`config.mk`:
```
export PLATFORM = sky130hd
export DESIGN_NAME = tick_divider_bank
export DESIGN_NICKNAME = d
export VERILOG_FILES = /design/src/rtl/tick_divider_bank.sv
export SDC_FILE = /design/constraint.sdc
export NUM_CORES = 1
export LEC_CHECK = 0
export ABC_AREA = 1
export BUFFER_PORTS_ARGS = -buffer_cell sky130_fd_sc_hd__buf_2
export CAP_MARGIN = 40
export CORE_ASPECT_RATIO = 0.75
export CORE_MARGIN = 4
export CORE_UTILIZATION = 50
export DETAILED_ROUTE_END_ITERATION = 6
export MAX_ROUTING_LAYER = met4
export PLACE_DENSITY = 0.76
export SETUP_SLACK_MARGIN = 0.2
export SLEW_MARGIN = 20
export SYNTH_ARGS = -nofsm -noshare
export SYNTH_HDL_FRONTEND = slang
export SYNTH_SLANG_ARGS = --single-unit
```
`constraint.sdc`:
```
create_clock -name clk -period 3.3 [get_ports clk]
set_input_delay 0.33 -clock clk [delete_from_list [all_inputs] [get_ports clk]]
set_output_delay 0.33 -clock clk [all_outputs]
set_load 0.1 [all_outputs]
```
`src/rtl/tick_divider_bank.sv`:
```
// Bank of independent clock-enable generators. Each channel has a runtime-loadable
// divisor, periodic or one-shot counting, a one-cycle tick strobe and a square output.
module tick_divider_bank #(
    parameter int               WIDTH       = 31,
    parameter int               CHANNELS    = 4,
    parameter logic [WIDTH-1:0] DEFAULT_DIV = WIDTH'(250000),
    parameter int               CHW         = (CHANNELS > 1) ? $clog2(CHANNELS) : 1
) (
    input  logic                clk,
    input  logic                reset,
    input  logic [CHANNELS-1:0] enable,
    input  logic [CHANNELS-1:0] mode,
    input  logic                load,
    input  logic [CHW-1:0]      load_ch,
    input  logic [WIDTH-1:0]    load_val,
    output logic                load_ack,
    output logic [CHANNELS-1:0] tick,
    output logic [CHANNELS-1:0] square,
    output logic [CHANNELS-1:0] busy
);

    logic [WIDTH-1:0]    cnt     [CHANNELS];
    logic [WIDTH-1:0]    div     [CHANNELS];
    logic [WIDTH-1:0]    cnt_nxt [CHANNELS];
    logic [WIDTH-1:0]    div_nxt [CHANNELS];
    logic [CHANNELS-1:0] done;
    logic [CHANNELS-1:0] done_nxt;
    logic [CHANNELS-1:0] tick_nxt;
    logic [CHANNELS-1:0] square_nxt;
    logic [CHANNELS-1:0] busy_nxt;
    logic [CHANNELS-1:0] load_hit;

    // Decoding per channel means an out-of-range load_ch simply matches nothing.
    always_comb begin
        load_hit = '0;
        for (int i = 0; i < CHANNELS; i++) begin
            load_hit[i] = load && (load_ch == CHW'(i));
        end
    end

    always_comb begin
        for (int i = 0; i < CHANNELS; i++) begin
            // NOTE: every combinational output gets a default before any branch,
            // so no path leaves it unassigned and no latch is inferred.
            div_nxt[i]    = load_hit[i] ? load_val : div[i];
            cnt_nxt[i]    = '0;
            tick_nxt[i]   = 1'b0;
            square_nxt[i] = square[i];
            done_nxt[i]   = done[i];

            if (!enable[i]) begin
                square_nxt[i] = 1'b0;
                done_nxt[i]   = 1'b0;
            end else if (load_hit[i]) begin
                done_nxt[i] = 1'b0;
            end else if (!(mode[i] && done[i])) begin
                if (cnt[i] == div[i]) begin
                    tick_nxt[i]   = 1'b1;
                    square_nxt[i] = ~square[i];
                    done_nxt[i]   = mode[i];
                end else begin
                    cnt_nxt[i] = cnt[i] + WIDTH'(1);
                end
            end

            busy_nxt[i] = enable[i] & ~(mode[i] & done_nxt[i]);
        end
    end

    // NOTE: the divisor bank is plain flops, not a RAM, so it is reset with the
    // rest of the state; a reset must discard every loaded divisor.
    always_ff @(posedge clk or negedge reset) begin
        if (!reset) begin
            for (int i = 0; i < CHANNELS; i++) begin
                cnt[i] <= '0;
                div[i] <= DEFAULT_DIV;
            end
            done     <= '0;
            tick     <= '0;
            square   <= '0;
            busy     <= '0;
            load_ack <= 1'b0;
        end else begin
            // NOTE: non-blocking assignments so every register sees the pre-edge
            // values, independent of statement order.
            for (int i = 0; i < CHANNELS; i++) begin
                cnt[i] <= cnt_nxt[i];
                div[i] <= div_nxt[i];
            end
            done     <= done_nxt;
            tick     <= tick_nxt;
            square   <= square_nxt;
            busy     <= busy_nxt;
            load_ack <= |load_hit;
        end
    end

endmodule

```
# Word level (Yosys, flattened, before mapping)
# Index checks and enable logic that the tools add are counted.
# word_totals
elab_cells,133
in_bits,44
ff_bits,265
# op_classes
n_reduce_logical,14
muxes,64
eq_ne,19
addsub,4
bitwise,16
# ops
operator,count
2-to-1 mux 31 bit,16
"adder 31 x 1 -> 31 bit, second input constant",4
equality test 31 bit,4
2-to-1 mux 1 bit,48
"!= test 2 bit, second input constant",8
AND reduction 3 bit,4
AND 1 bit,8
logical AND 1 bit,8
"!= test 2 x 1 -> 1 bit, second input constant",4
NOT 1 bit,8
"equality test 2 bit, second input constant",2
OR reduction 4 bit,1
"equality test 2 x 1 -> 1 bit, second input constant",1
zero test 2 bit,1

# Logic depth before layout (Yosys ltp)
# Gate-level depths: netlist of the first run.
# logic_depth
depth_word,8
mapped_depth,13
ltp_nobuf,12

# Least setup slack after synthesis of the first run
# OpenSTA, ideal clock, no wires.
# synth_path
path_type,reg-to-reg
start,register cnt[31] (netlist name)
end,register cnt[55] (netlist name)
path_stages_with_launch,11
required_time_ns,3.182
arrival_time_ns,1.519
slack_ns,1.663
cell_sequence,dfrtp_1 > ha_1 > nand2_1 > nor2_2 > nand2_1 > nor2_2 > nand4_2 > nor2_1 > nand3_1 > nand3_1 > nor2_1
# synth_lines
element,line,rtl
start: declaration,22,logic [WIDTH-1:0] cnt [CHANNELS];
start signal: indexed assignment,87,cnt[i] <= cnt_nxt[i];

==> impl_metrics.ini, run 1 <==
[floorplanning]
die_y_um = 153.0
rows = 52
io_pins = 57
start_util_pct = 51.32
die_area_mm2 = 0.03082
core-area_mm2 = 0.02733
dieWidth_um = 201.4

[synth]
synth_edf_count = 0
ys_seq_area_share_pct = 47.53
synth_largest_area_cell = dfrtp_1
yosysUniqueCellTypes = 32
syn_area_per_cell_um2 = 7.581
synth.area.top_cells = dfrtp_1 42%, nand2_1 14%, nor2_1 6.8%
synth_seq_cells = 265
async_flop_share_pct = 100.0
synth_nets = 1898
synth_cells = 1850
synth_top_area_share_pct = 42.29
netlist_area_mm2 = 0.01402
yosys_warnings = 0
synthFlopType = dfrtp_1

[detailed_routing]
wl_per_cell_um = 15.89
vias_per_cell = 5.258
drc = 0
final_antenna_net_count = 0
wl_um = 36220
drt_iter0_markers = 1217
num_vias = 11983
drt-pass1-iter-count = 6

[sta]
worst_clock_skew_ps = 12.17
slew_violations = 0
fin_crit_sh_pct = 66.48
fin_tns_setup_ps = 0
setup_viol = 0
min_period_ps = 2194
worst_slew_pin_slew_ps = 855.4
fmax_ghz = 0.4558
timing.final.ws_setup_ps = 1106
slew_headroom_pct = 42.98
rsz0062_at_grt = no
finalHoldViolations = 0

[setup_path]
r2r_end = cnt[48]$_DFF_PN0_
cp_slowest_stage_delay_ps = 540
reg2regPathDepth = 8
timing.critical_path.to_type = flip-flop
reg2reg_from = cnt[49]$_DFF_PN0_
rrSetupSlack_ps = 1110
crit_type = reg2reg
crit_family = simple AND/OR/NAND/NOR gates
worstPathCellList = xnor2_1 > nand2_1 > nor2_1 > nand2_1 > nor2_1 > nand2_1 > nand2_2 > nor2_1
cp.depth = 8
crit_required_ps = 3700
startpoint_type = flip-flop
slowest_stage = dfrtp_1
crit_arrival_ps = 2600
cp_num_buf_inv = 0
critPathMaxFanout = 27

[global_route]
grt_pass1_wl_um = 58480
antenna_found_initial = 0
grt_pass1_vias = 10867
overflow = 0
grt_max_degree = 105
grtUsageTotal_pct = 24.02

[clock_network]
clockBufferDepth = 3
cts_tree = done
cts-root-buf = clkbuf_16
numCtsBuffers = 27
htree_num_levels = 1
path_clk_slew_ps = 60
cts_setup_buffers = 0
clk_latency_ps = 550
cts.sink_count = 265

[finish]
nNetsFinal = 1956
final_common_cell = nand2_1
area_growth_pct = 11.89
final_cells = 2279
antenna_cells = 0
final_cell_mix = 539 x nand2_1, 254 x nor2_1, 244 x inv_1
drive_above_1_share_pct = 9.232

[worst_hold_path]
hold_end = div[79]$_DFFE_PN1P_
holdPathStages = 3
hold_class = in2reg
worstHoldStart = load_val[17]

[placed_design]
placement.io_buffers = 56
dpl.cell_count = 2225
place.gp.congestion = 0.9593
hpwl_um = 26450
pre_cts_slack_ps = 1141

[pwr]
power.static_leakage_nw = 7.332
power.density_mw_per_mm2 = 511.6
p_sw_share_pct = 26.35
p_int_w = 0.005912
power.share.clock_pct = 41.3
irDropWorstVdd_mv = 0.4020
combPwrFrac_pct = 11.7
seqPwrFrac_pct = 47.0
power.switching_w = 0.002116

[run_status]
outcome = finished clean

[job]
maxCapViolations = 0
-- kinds of logic after synthesis --
group,after synthesis,share of synthesized area (%)
flip-flops,265,47.53
XOR/XNOR,128,7.994
buffers and inverters,289,8.047
AO/OA/AOI/OAI,154,5.603
AND/OR/NAND/NOR,1010,30.47
adder cells (fa/ha/maj),4,0.3569
-- cell usage after synthesis, drive strengths merged (14+ instances only) --
library cell  count
nand2           546
nor2            265
inv             247
dfrtp           237
o21ai           133
nand3            85
xnor2            74
nor3             70
xor2             54
clkbuf           28
dfstp            28
nand4            21
buf              14
-- power groups by stage --
stage / logic, W / clock network, W / registers (W)
detailed placement: 0.000937 / 0 / 0.00382
global route: 0.00108 / 0.00353 / 0.00380
floorplan: 0.000604 / 0 / 0.00381
finish: 0.000942 / 0.00331 / 0.00377
CTS: 0.000948 / 0.00337 / 0.00377
global placement: 0.000907 / 0 / 0.00382
-- per-stage QoR --
| step | cell area [µm²] | util [%] | hold WS (ps) | power, W |
|---|---|---|---|---|
| global route | 15690 | 57.43 | 16.09 | 0.008416 |
| CTS | 15690 | 57.43 | 2.328 | 0.008087 |
| global placement | 14680 | 53.71 | 447.4 | 0.004724 |
| finish | 15690 | 57.43 | 21.74 | 0.008028 |
| floorplan | 14020 | - | 34.41 | 0.004415 |
| detailed placement | 14680 | 53.71 | 452.2 | 0.004757 |
-- worst min-delay path: stages --
cell     delay (ps)
buf_2            90
nand2_1          40
o21ai_0          70
-- repair_timing --
item | CTS | global route
hold endpoints to repair | 89 | 0
resized for setup | 0 | 0
hold buffers | 5 | 0
-- sequential cells by signal (all words and copies together) (netlist names) --
| register | cells |
|---|---|
| cnt | 124 |
| div | 124 |
| busy | 4 |
| done | 4 |
| square | 4 |
| tick | 4 |
| load_ack | 1 |
-- routing by layer --
layer  track usage (%)  part of all wire [%]  up-vias
li1                  -                     -     5854
met1             37.29                    49     5604
met2             33.06                    41      465
met3             3.707                   7.9       60
met4             5.628                   2.7        0
met5                 -                     0        -
-- layout make-up --
type / instances / area, µm²
clock buffer: 39 / 810.8
clock inverter: 10 / 155.1
fill: 2499 / 11630
inverter: 247 / 927.1
multi-input combinational: 1296 / 6241
sequential: 265 / 6666
tap: 351 / 439.2
timing repair buffer: 71 / 452.9
-- worst max path at each step --
stage | from | end | slack [ps]
finish | cnt[49]$_DFF_PN0_ | cnt[48]$_DFF_PN0_ | 1110
global route | cnt[38]$_DFF_PN0_ | cnt[43]$_DFF_PN0_ | 940
CTS | div[38]$_DFFE_PN1P_ | cnt[43]$_DFF_PN0_ | 1120
detailed placement | cnt[31]$_DFF_PN0_ | cnt[51]$_DFF_PN0_ | 1140
global placement | div[38]$_DFFE_PN1P_ | cnt[51]$_DFF_PN0_ | 1210
floorplan | cnt[31]$_DFF_PN0_ | cnt[55]$_DFF_PN0_ | 1660
No activity file was read; power rests on OpenSTA's default activity.
==> run 2: changes to the inputs <==
--- a/config.mk
+++ b/config.mk
@@ -5,7 +5,7 @@
 export SDC_FILE = /design/constraint.sdc
 export NUM_CORES = 1
 export LEC_CHECK = 0
-export ABC_AREA = 1
+export ABC_AREA = 0
 export BUFFER_PORTS_ARGS = -buffer_cell sky130_fd_sc_hd__buf_2
 export CAP_MARGIN = 40
 export CORE_ASPECT_RATIO = 0.75
@@ -13,7 +13,7 @@
 export CORE_UTILIZATION = 50
 export DETAILED_ROUTE_END_ITERATION = 6
 export MAX_ROUTING_LAYER = met4
-export PLACE_DENSITY = 0.76
+export PLACE_DENSITY = 0.78
 export SETUP_SLACK_MARGIN = 0.2
 export SLEW_MARGIN = 20
 export SYNTH_ARGS = -nofsm -noshare
==> constraint.sdc (replaced) <==
create_clock -name clk -period 2 [get_ports clk]
set_input_delay 0.2 -clock clk [delete_from_list [all_inputs] [get_ports clk]]
set_output_delay 0.2 -clock clk [all_outputs]
set_load 0.1 [all_outputs]
==> run 2 against run 1 <==
Largest cell class unchanged. Sequential share of layout area grew 0.82 points. Synthesized area shrank 9.0%. Combinational power grew 83%. Maximum frequency grew 6.3%. The flow now finishes with violations (setup timing). Power grew 61%. Design area shrank 1.6%.
==> impl_metrics.ini, run 2 <==
[run_status]
outcome = finished, violations left
violations = setup timing

[floorplanning]
dieWidth_um = 192.5
io_pins = 57
core-area_mm2 = 0.02502
die_area_mm2 = 0.02818
die_y_um = 146.4
start_util_pct = 51.03
rows = 50

[setup_path]
critPathMaxFanout = 7
startpoint_type = flip-flop
cp_num_buf_inv = 1
cp_slowest_stage_delay_ps = 450
slowest_stage = dfrtp_1
crit_type = reg2reg
crit_family = simple AND/OR/NAND/NOR gates
worstPathCellList = xor2_1 > nor4_1 > nand4_1 > o2111ai_4 > buf_6 > nor2_1
crit_required_ps = 2410
reg2reg_from = cnt[47]$_DFF_PN0_
crit_start = cnt[47]$_DFF_PN0_
crit_arrival_ps = 2470
timing.critical_path.to_type = flip-flop

[synth]
synth.area.top_cells = dfrtp_1 46%, mux2_2 11%, xor2_1 9.5%
synth_nets = 1160
yosys_warnings = 0
synth_cells = 1112
synth_top_area_share_pct = 46.45
yosysUniqueCellTypes = 45
async_flop_share_pct = 100.0
synth_seq_cells = 265
yosys-top-cells-count = 237 x dfrtp_1, 139 x xor2_1, 133 x nor2_1
ys_seq_area_share_pct = 52.21
netlist_area_mm2 = 0.01277
synth_edf_count = 0
synth_largest_area_cell = dfrtp_1
yosysMostFrequentCell = dfrtp_1
synthFlopType = dfrtp_1
syn_area_per_cell_um2 = 11.48

[sta]
slew_violations = 0
slew_headroom_pct = 63.41
timing.final.ws_setup_ps = -63.93
fin_crit_sh_pct = 103.2
worst_slew_pin_slew_ps = 548.9
setup_viol = 31
min_period_ps = 2064
hold-worst-slack_ps = 23.34
finalHoldViolations = 0
fmax_ghz = 0.4845
rsz0062_at_grt = yes
worst_clock_skew_ps = 8.279

[finish]
final_common_cell = dfrtp_1
multi_input_area_mm2 = 0.006427
top_regs = cnt: 124 flops, div: 124 flops
fin_area_mm2 = 0.01544
fillers = 1901
final_cells = 1579
final_cell_mix = 221 x dfrtp_1, 135 x xor2_1, 124 x mux2_2
area_growth_pct = 20.94
antenna_cells = 0
regArea_mm2 = 0.006686
drive_above_1_share_pct = 34.57
fin_util_pct = 61.71
nNetsFinal = 1271

[job]
maxCapViolations = 0

[placed_design]
placement.io_buffers = 56
hpwl_um = 21210
post_dp_cell_area_mm2 = 0.01372
dpl.cell_count = 1506
place.gp.congestion = 0.8480

[pwr]
power.static_leakage_nw = 6.618
power.density_mw_per_mm2 = 838.5
irDropWorstVdd_mv = 0.6849

[global_route]
met1_usage_pct = 31.58
overflow = 0
grt_util_met3_pct = 4.732
grtUsageTotal_pct = 21.90
grt_busiest_layer = met2
grt_max_degree = 59
met2_usage_pct = 32.28
antenna_found_initial = 3
grt_pass1_vias = 8678
grt_pass1_wl_um = 47580

[detailed_routing]
drt_iter0_markers = 639
drt-pass1-iter-count = 5
wl_per_cell_um = 19.93
num_vias = 8895
vias_per_cell = 5.633
final_antenna_net_count = 0
drc = 0
wl_um = 31470

[clock_network]
cts.sink_count = 265
clockBufferDepth = 3
clk_latency_ps = 520
htree_num_levels = 1
path_clk_slew_ps = 70
numCtsBuffers = 26
cts-root-buf = clkbuf_16
cts_tree = done

[worst_hold_path]
hold_class = in2reg
worstHoldStart = load_val[0]
run 2: cells by family (layout without fill, tap and decap cells):
logic type,after synthesis,count (layout),share of synthesized area (%)
multiplexers,128,128,11.25
AO/OA/AOI/OAI,31,31,1.597
AND/OR/NAND/NOR,393,393,16.48
flip-flops,265,265,52.21
buffers and inverters,54,183,1.813
adder cells (fa/ha/maj),4,4,0.3920
XOR/XNOR,237,237,16.26
run 2: timing repair:
item / 4_1_cts / 5_1_grt
resized for setup: 16 / 118
setup buffers: 4 / 8
endpoints found under the hold margin: 67 / 0
hold buffers: 10 / 0
endpoints found under the setup margin: 134 / 137
pin swaps: 10 / 47
gates cloned: 0 / 5
run 2: routing by layer:
| layer | part of all wire, % | wire length, µm |
|---|---|---|
| met1 | 45 | 14210 |
| met2 | 46 | 14530 |
| met3 | 6.5 | 2043 |
| met4 | 2.2 | 691 |
| met5 | 0 | 0 |
run 2: area by class of cell:
type                       instances  share of cell area (%)
clock inverter                     6                  0.2269
clock buffer                      40                   5.339
multi-input combinational        793                   41.62
tap                              338                   2.739
inverter                          13                  0.3160
timing repair buffer             124                   6.458
sequential                       265                   43.30
run 2: power by group:
group	switching [W]	internal [W]
Sequential	0.000416	0.00595
Clock	0.00204	0.00282
Combinational	0.000850	0.000870
run 2: worst paths after layout:
check	to	slack, ps	depth (start not counted)
worst min register to register	div[94]$_DFFE_PN0P_	520	1
worst max-delay path	cnt[31]$_DFF_PN0_	-60	6
worst min-delay path	div[62]$_DFFE_PN0P_	20	2
min in group asynchronous	cnt[55]$_DFF_PN0_	210	2
worst max register to register	cnt[31]$_DFF_PN0_	-60	6
max in group asynchronous	div[12]$_DFFE_PN1P_	1010	3
run 2: through the flow:
step,setup TNS (ps),worst slack (ps),power (W)
2_1_floorplan,0,225.3,0.007310
3_3_place_gp,-2370,-79.25,0.007872
3_5_place_dp,-2889,-100.4,0.007946
4_1_cts,0,107.1,0.01287
5_1_grt,-1996,-77.46,0.01346
6_report,-1306,-63.93,0.01295
==> run 3: changes to the inputs <==
--- a/config.mk
+++ b/config.mk
@@ -5,7 +5,7 @@
 export SDC_FILE = /design/constraint.sdc
 export NUM_CORES = 1
 export LEC_CHECK = 0
-export ABC_AREA = 0
+export ABC_AREA = 1
 export BUFFER_PORTS_ARGS = -buffer_cell sky130_fd_sc_hd__buf_2
 export CAP_MARGIN = 40
 export CORE_ASPECT_RATIO = 0.75
@@ -14,7 +14,7 @@
 export DETAILED_ROUTE_END_ITERATION = 6
 export MAX_ROUTING_LAYER = met4
 export PLACE_DENSITY = 0.78
-export SETUP_SLACK_MARGIN = 0.2
+export SETUP_SLACK_MARGIN = 0.4
 export SLEW_MARGIN = 20
 export SYNTH_ARGS = -nofsm -noshare
 export SYNTH_HDL_FRONTEND = slang
==> run 3 against run 2 <==
The run now ends clean. Design area rose by 19%. Core utilization rose by 5.5 points. Die area rose by 9.4%. First-iteration DRC count rose by 120%. Clock skew rose by 2.0 ps. Clock power rose by 17%. Power rose by 8.0%. Critical endpoint is now cnt[84]$_DFF_PN0_.
==> impl_metrics.ini, run 3 (synthesis results as in run 1) <==
[sta]
fin_crit_sh_pct = 91.61
hold-worst-slack_ps = 43.18
min_period_ps = 1832
worst_slew_pin_slew_ps = 660.1
rsz0062_at_grt = yes
fin_tns_setup_ps = 0
worst_clock_skew_ps = 10.31
slew_violations = 0
finalHoldViolations = 0
slew_headroom_pct = 55.83
setup_viol = 0
fmax_ghz = 0.5458

[clock_network]
cts.sink_count = 265
cts-root-buf = clkbuf_16
clk_latency_ps = 550
numCtsBuffers = 26
path_clk_slew_ps = 70
htree_num_levels = 1
cts_tree = done
clockBufferDepth = 3

[global_route]
grt_pass1_vias = 12373
grtUsageTotal_pct = 26.96
grt_max_degree = 63
overflow = 0
antenna_found_initial = 1
grt_pass1_wl_um = 65300

[pwr]
power.static_leakage_nw = 8.395
power.density_mw_per_mm2 = 761.0
irDropWorstVdd_mv = 0.7097

[job]
maxCapViolations = 0

[finish]
top_regs = cnt: 124 flops, div: 124 flops
nNetsFinal = 2087
final_cell_mix = 505 x nand2_1, 234 x inv_1, 204 x dfrtp_1
fillers = 2067
area_growth_pct = 30.98
drive_above_1_share_pct = 25.35
final_common_cell = nand2_1

[detailed_routing]
drt-pass1-iter-count = 6
wl_um = 42850
drc = 0
vias_per_cell = 5.444
wl_per_cell_um = 17.77
drt_iter0_markers = 1411
final_antenna_net_count = 0
num_vias = 13132

[worst_hold_path]
hold_class = in2reg

[floorplanning]
start_util_pct = 51.32
core-area_mm2 = 0.02733
io_pins = 57
dieWidth_um = 201.4
die_area_mm2 = 0.03082
die_y_um = 153.0
rows = 52

[run_status]
outcome = finished clean

[setup_path]
crit_arrival_ps = 2280
crit_type = reg2reg
critPathMaxFanout = 6
timing.critical_path.to_type = flip-flop
startpoint_type = flip-flop
crit_required_ps = 2440

[placed_design]
placement.io_buffers = 56
hpwl_um = 27250
place.gp.congestion = 0.9761
==> run 3: cell count changes in the layout (fill, tap and decap cells not counted), moves of 36 or more <==
cell / change
xor2_1: -88
mux2_2: -124
nor2_1: +59
nor2_2: +45
nand2_1: +457
o21ai_0: +127
inv_1: +221
nand4_1: -39
buf_4: +36
==> run 3: final cells by class <==
type	count	area, µm²	share of cell area [%]
inverters	247	927.1	5.047
well taps	351	439.2	2.391
flip-flops and latches	265	6708	36.51
diodes	2	5.005	0.02724
clock inverters	16	261.5	1.424
repair buffers	203	1908	10.39
multi-input cells	1296	7387	40.21
clock buffers	32	734.5	3.998
==> run 3: final timing paths <==
kind	start	to	slack [ps]	depth (start not counted)
max reg2reg	cnt[73]$_DFF_PN0_	cnt[84]$_DFF_PN0_	170	10
min reg2reg	cnt[61]$_DFF_PN0_	cnt[61]$_DFF_PN0_	490	1
max in group asynchronous	reset	div[12]$_DFFE_PN1P_	1030	3
min in group asynchronous	reset	cnt[39]$_DFF_PN0_	170	2
max	cnt[73]$_DFF_PN0_	cnt[84]$_DFF_PN0_	170	10
min	load_val[18]	div[80]$_DFFE_PN0P_	40	3
==> run 3: report_power, final <==
| part | total [W] | leakage [nW] | switching [W] | internal (W) |
|---|---|---|---|---|
| Sequential | 0.00623 | 3.38 | 0.000367 | 0.00587 |
| Clock | 0.00571 | 0.493 | 0.00220 | 0.00351 |
| Combinational | 0.00203 | 4.52 | 0.00121 | 0.000824 |
==> run 3: stage by stage <==
| step | instances | cell area [µm²] | total power [W] | utilization [%] | setup slack, ps |
|---|---|---|---|---|---|
| final | 2412 | 18370 | 0.01398 | 67.23 | 167.8 |
| after floorplan | 1850 | 14030 | 0.007284 | - | 390.0 |
| after detailed placement | 2237 | 14820 | 0.007892 | 54.25 | 51.60 |
| after global placement | 2237 | 14820 | 0.007822 | 54.25 | 116.3 |
| after CTS | 2389 | 17530 | 0.01390 | 64.15 | 248.5 |
| after global routing | 2410 | 18370 | 0.01455 | 67.21 | 64.86 |
==> run 3: metal layers <==
metal | global-route usage [%] | wire length (µm) | vias up | part of all wire [%]
li1 | - | - | 6124 | -
met1 | 38.78 | 18300 | 6269 | 43
met2 | 39.22 | 19050 | 621 | 44
met3 | 5.592 | 4051 | 118 | 9.5
met4 | 7.157 | 1451 | 0 | 3.4
met5 | - | 0 | - | 0
==> run 3: critical path: stages (launching register included) <==
cell and delay (ps):
dfrtp_1 430, nand2_2 130, inv_1 100, nand3_1 120, inv_2 120, nand3_2 120, nor2_4 220, buf_6 130
nand2_1 80, xor2_2 200, nor2_4 50
==> run 3: timing repair <==
item / CTS / global route
hold buffers: 30 / 0
endpoints found under the hold margin: 97 / 0
setup endpoints to repair: 133 / 142
gates cloned: 8 / 2
pin swaps: 47 / 71
resized for setup: 168 / 177
buffers inserted: 66 / 19
